==> src/rtl/svi_arb_pkg.sv <==
// Shared types and elaboration helpers for the SVI drive arbiter.
package svi_arb_pkg;

   // Arbiter phases: free, one owner driving, one-cycle dead turnaround.
   typedef enum logic [1:0] {
      IDLE    = 2'd0,
      GRANT   = 2'd1,
      RELEASE = 2'd2
   } state_t;

   // Width of an index into n requesters; never narrower than one bit.
   function automatic int idx_width(input int n);
      return (n <= 1) ? 1 : $clog2(n);
   endfunction

endpackage

==> src/rtl/svi_drive_arbiter_rr_pick.sv <==
// Round-robin picker: first set request at or after the pointer, wrapping.
module rr_pick
   import svi_arb_pkg::*;
#(
   parameter  int N_REQ = 2,
   localparam int IDX_W = idx_width(N_REQ)
) (
   input  logic [N_REQ-1:0] i_req,
   input  logic [IDX_W-1:0] i_ptr,
   output logic             o_any,
   output logic [IDX_W-1:0] o_idx
);

   int sum;
   int lane;

   // Scan offsets from farthest to nearest so the nearest set request wins.
   always_comb begin
      o_any = 1'b0;
      o_idx = '0;
      sum   = 0;
      lane  = 0;
      for (int i = N_REQ - 1; i >= 0; i--) begin
         sum  = int'(i_ptr) + i;
         lane = (sum >= N_REQ) ? (sum - N_REQ) : sum;
         if (i_req[lane]) begin
            o_any = 1'b1;
            o_idx = IDX_W'(lane);
         end else begin
            o_any = o_any;
            o_idx = o_idx;
         end
      end
   end

endmodule

==> src/rtl/svi_drive_arbiter.sv <==
// Round-robin owner arbitration for one shared SVI member with bounded
// hold time and a one-cycle dead turnaround between owners.
module svi_drive_arbiter
   import svi_arb_pkg::*;
#(
   parameter  int N_REQ    = 2,
   parameter  int WIDTH    = 1,
   parameter  int MAX_HOLD = 8,
   localparam int IDX_W    = idx_width(N_REQ),
   localparam int HOLD_W   = $clog2(MAX_HOLD + 1)
) (
   input  logic                   i_sclk,
   input  logic                   i_srst_n,
   input  logic [N_REQ-1:0]       i_req,
   input  logic [N_REQ*WIDTH-1:0] i_data,
   output logic [N_REQ-1:0]       o_gnt,
   output logic [IDX_W-1:0]       o_gnt_idx,
   output logic                   o_valid,
   output logic [WIDTH-1:0]       o_data,
   output logic                   o_busy
);

   if (N_REQ < 2) begin : g_bad_n_req
      $error("svi_drive_arbiter: N_REQ must be >= 2");
   end
   if (MAX_HOLD < 1) begin : g_bad_max_hold
      $error("svi_drive_arbiter: MAX_HOLD must be >= 1");
   end

   state_t            state;
   state_t            state_nxt;
   logic [IDX_W-1:0]  owner;
   logic [IDX_W-1:0]  owner_nxt;
   logic [IDX_W-1:0]  ptr;
   logic [IDX_W-1:0]  ptr_nxt;
   logic [HOLD_W-1:0] hold;
   logic [HOLD_W-1:0] hold_nxt;
   logic              pick_any;
   logic [IDX_W-1:0]  pick_idx;

   // The pointer already points past the last owner while in RELEASE,
   // so one picker serves both IDLE and RELEASE arbitration.
   rr_pick #(.N_REQ(N_REQ)) u_pick (
      .i_req (i_req),
      .i_ptr (ptr),
      .o_any (pick_any),
      .o_idx (pick_idx)
   );

   // State, owner, pointer and hold counter registers with synchronous reset.
   always_ff @(posedge i_sclk) begin
      if (!i_srst_n) begin
         state <= IDLE;
         owner <= '0;
         ptr   <= '0;
         hold  <= '0;
      end else begin
         state <= state_nxt;
         owner <= owner_nxt;
         ptr   <= ptr_nxt;
         hold  <= hold_nxt;
      end
   end

   // Next-state logic: arbitrate when free, bound ownership, advance pointer.
   always_comb begin
      state_nxt = state;
      owner_nxt = owner;
      ptr_nxt   = ptr;
      hold_nxt  = hold;
      case (state)
         IDLE, RELEASE: begin
            hold_nxt = '0;
            if (pick_any) begin
               state_nxt = GRANT;
               owner_nxt = pick_idx;
            end else begin
               state_nxt = IDLE;
            end
         end
         GRANT: begin
            if (!i_req[owner] || (hold == HOLD_W'(MAX_HOLD - 1))) begin
               state_nxt = RELEASE;
               hold_nxt  = '0;
               ptr_nxt   = (owner == IDX_W'(N_REQ - 1)) ? '0 : owner + IDX_W'(1);
            end else begin
               hold_nxt  = hold + HOLD_W'(1);
            end
         end
         default: begin
            state_nxt = IDLE;
            owner_nxt = '0;
            ptr_nxt   = '0;
            hold_nxt  = '0;
         end
      endcase
   end

   // Outputs decoded from registered state; data lane muxed only while owned.
   always_comb begin
      o_gnt     = '0;
      o_gnt_idx = '0;
      o_data    = '0;
      o_valid   = (state == GRANT);
      o_busy    = (state != IDLE);
      if (state == GRANT) begin
         o_gnt[owner] = 1'b1;
         o_gnt_idx    = owner;
         o_data       = i_data[int'(owner)*WIDTH +: WIDTH];
      end else begin
         o_gnt     = '0;
         o_gnt_idx = '0;
         o_data    = '0;
      end
   end

endmodule

==> config.mk <==
export PLATFORM = sky130hd
export DESIGN_NAME = svi_drive_arbiter
export DESIGN_NICKNAME = d
export VERILOG_FILES = /design/src/rtl/svi_arb_pkg.sv /design/src/rtl/svi_drive_arbiter_rr_pick.sv /design/src/rtl/svi_drive_arbiter.sv
export SDC_FILE = /design/constraint.sdc
export NUM_CORES = 1
export LEC_CHECK = 0
export ABC_AREA = 0
export BUFFER_PORTS_ARGS = -buffer_cell sky130_fd_sc_hd__buf_2
export CORE_AREA = 4 4 41 43
export DETAILED_ROUTE_END_ITERATION = 6
export DIE_AREA = 0 0 45 47
export PLACE_DENSITY_LB_ADDON = 0.25
export SKIP_CTS_REPAIR_TIMING = 1
export SYNTH_ARGS = -nofsm -noshare
export SYNTH_HDL_FRONTEND = slang
export SYNTH_SLANG_ARGS = --single-unit
export TNS_END_PERCENT = 10
==> constraint.sdc <==
create_clock -name i_sclk -period 3.4 [get_ports i_sclk]
set_input_delay 0.68 -clock i_sclk [delete_from_list [all_inputs] [get_ports i_sclk]]
set_output_delay 0.68 -clock i_sclk [all_outputs]
set_load 0.005 [all_outputs]
==> results.ini <==
[worst_setup_path]
r2r-end = ptr
r2r_start = hold[0]
setup.worst_path.end_class = primary output
required_ns = 2.72
critPathKind = reg -> out
arrival_ns = 1.23
critical_path.max_fanout = 6
ff2ff_setup_slack_ns = 1.95
startpoint_type = flop
reg2regPathDepth = 4

[die]
design.die.area_mm2 = 0.002115
rows = 13
die_w_um = 45
initial_core_util = 0.3202
fp.dieH_um = 47
core_mm2 = 0.001301
io_pins = 12

[logic_synthesis]
ys_seq_area_frac = 0.3844
yosys_register_bits = 8
ys_warn_count = 0
synth_area_um2 = 416.7
synth_nets = 51
synth_edf_count = 0
synth.avg_cell_area_um2 = 9.469
synth_cell_type_count = 24
yosys_most_used_dff = dfxtp_1
async_flop_share = 0
syn_inst = 44

[clocking]
clock_path_buffers = 2
htreeDepth = 1
clk_latency_ns = 0.25
cts.sinks = 8
cts.clk_slew.worst_paths_ns = 0.06
numCtsBuffers = 3
root_buffer = clkbuf_4
cts_tree = done

[timing]
maxSlewViolCount = 0
setup_tns_ns = 0
finalSetupViolations = 0
post-route-min-period_ns = 1.910
tightest_slew_ns = 0.3896
finClkSkew_ns = 0.001564
finalCritPeriodShare = 0.5618
rsz0062_at_grt = no
report.final.hold_viol_count = 0
fmax_mhz = 523.5
slew_headroom = 0.7335

[placed_design]
gp_congestion = 0.6593
dp_hpwl_um = 593.6
portBuffers = 11

[hold_path]
hold-path-endpoint = hold[0]
hold_depth = 1
hold_start = hold[0]
holdCritPathClass = reg -> reg

[final_layout]
fillers = 141
finish.utilization = 0.3827
drive_above_1_share = 0.3393
fin_nets = 65
area_delta_synth_final_pct = 19.52
diodes = 0

[routing]
wire_per_inst_um = 11.13
antenna_left = 0
viasPerCell = 4.930
route.detailed.drc = 0
drt-initial-drc-count = 4
dr.pass1.iters = 3
vias = 350
wirelength_um = 790

[grt]
grtUsageTotal = 0.09516
antenna_found_initial = 0
grt-ovfl-total = 0
grt_pass1_wl_mm = 1.352
grt_max_degree = 7
grt_pass1_vias = 304

[power_and_ir_drop]
p_leak_nw = 0.2608
power.density_mw_per_mm2 = 414.7
ir_drop_mv = 0.2078

[status]
outcome = finished clean

[job]
maxCapViolations = 0

==> routing by layer <==
metal,wire (um),vias up,part of all wire,GRT usage
met1,376,157,0.48,0.1080
met4,30,0,0.038,0.1053
met2,333,8,0.42,0.1299
met5,0,-,0,0
li1,-,181,-,-
met3,49,4,0.062,0.03448
==> kinds of logic after synthesis <==
logic type                 synth area share
muxes                               0.08408
adders and majority gates           0.03003
xor gates and xnor gates            0.02102
DFF                                  0.3844
and+or+nand+nor                      0.2943
buffers and inverters               0.05405
AOI/OAI and AO/OA                    0.1321
==> worst max path at each step <==
| stage | startpoint | end | slack [ns] | cells past startpoint |
|---|---|---|---|---|
| after floorplan | state[1] | o_gnt[1] | 1.81 | 3 |
| after global placement | i_data[1] | o_data | 1.65 | 4 |
| after detailed placement | i_data[1] | o_data | 1.64 | 4 |
| after CTS | state[1] | o_gnt[1] | 1.46 | 3 |
| after global routing | state[1] | o_gnt_idx | 1.40 | 3 |
| final | state[1] | o_gnt[1] | 1.49 | 3 |
==> area by class of cell <==
cell class	count	area [um^2]	share of cell area
clock buffer	3	22.52	0.04523
inverter	2	7.507	0.01508
multi-input combinational	32	234.0	0.4698
sequential	8	160.2	0.3216
tap	15	18.77	0.03769
timing repair buffer	11	55.05	0.1106
==> cell usage after synthesis (all sizes together) (2+ instances only) <==
cell type  n  area (um^2)
a21boi     2        15.01
and2b      2        16.27
buf        2        15.01
dfxtp      8        160.2
inv        2        7.510
mux2i      2        20.02
nand2      2        7.510
nand3      3        15.01
nor2       5        18.77
nor3       2        10.01
o21ai      2        10.01
==> power breakdown <==
| group | switching, W | leakage, nW | total, W | internal, W |
|---|---|---|---|---|
| logic | 0.0000135 | 0.182 | 0.0000292 | 0.0000157 |
| registers | 0.00000485 | 0.0652 | 0.000103 | 0.0000982 |
| clock network | 0.0000337 | 0.0138 | 0.0000742 | 0.0000405 |
| total | 0.0000521 | 0.261 | 0.000206 | 0.000154 |
==> stage by stage <==
stage / power (W) / cell area, um^2 / std cells / setup slack [ns] / hold slack, ns
after floorplan: 0.0001238 / 416.7 / 44 / 1.810 / 0.4417
after global placement: 0.0001346 / 475.5 / 68 / 1.647 / 0.4666
after detailed placement: 0.0001347 / 475.5 / 68 / 1.643 / 0.4680
after CTS: 0.0002113 / 498.0 / 71 / 1.460 / 0.4802
after global routing: 0.0002191 / 498.0 / 71 / 1.400 / 0.5043
final: 0.0002065 / 498.0 / 71 / 1.490 / 0.4797
==> cell usage in the layout, fill, tap and decap left out, drive strengths merged, types with 2 or more instances in the layout <==
| cell | n |
|---|---|
| nand2 | 2 |
| inv | 2 |
| dfxtp | 8 |
| clkbuf | 3 |
| a21boi | 2 |
| nor3 | 2 |
| mux2i | 2 |
| buf | 11 |
| and2b | 2 |
| nand3 | 3 |
| nor2 | 5 |
| o21ai | 2 |
==> sequential cells by signal (all words and copies together), names as in the netlist <==
register  count
owner         1
state         2
ptr           1
hold          4
==> worst max-delay path, cell delays in order (launching register included) <==
cell     delay (ns)
dfxtp_1        0.40
and2b_1        0.27
and2_1         0.18
buf_2          0.12
Note: power is estimated with default switching activity, not from simulation.
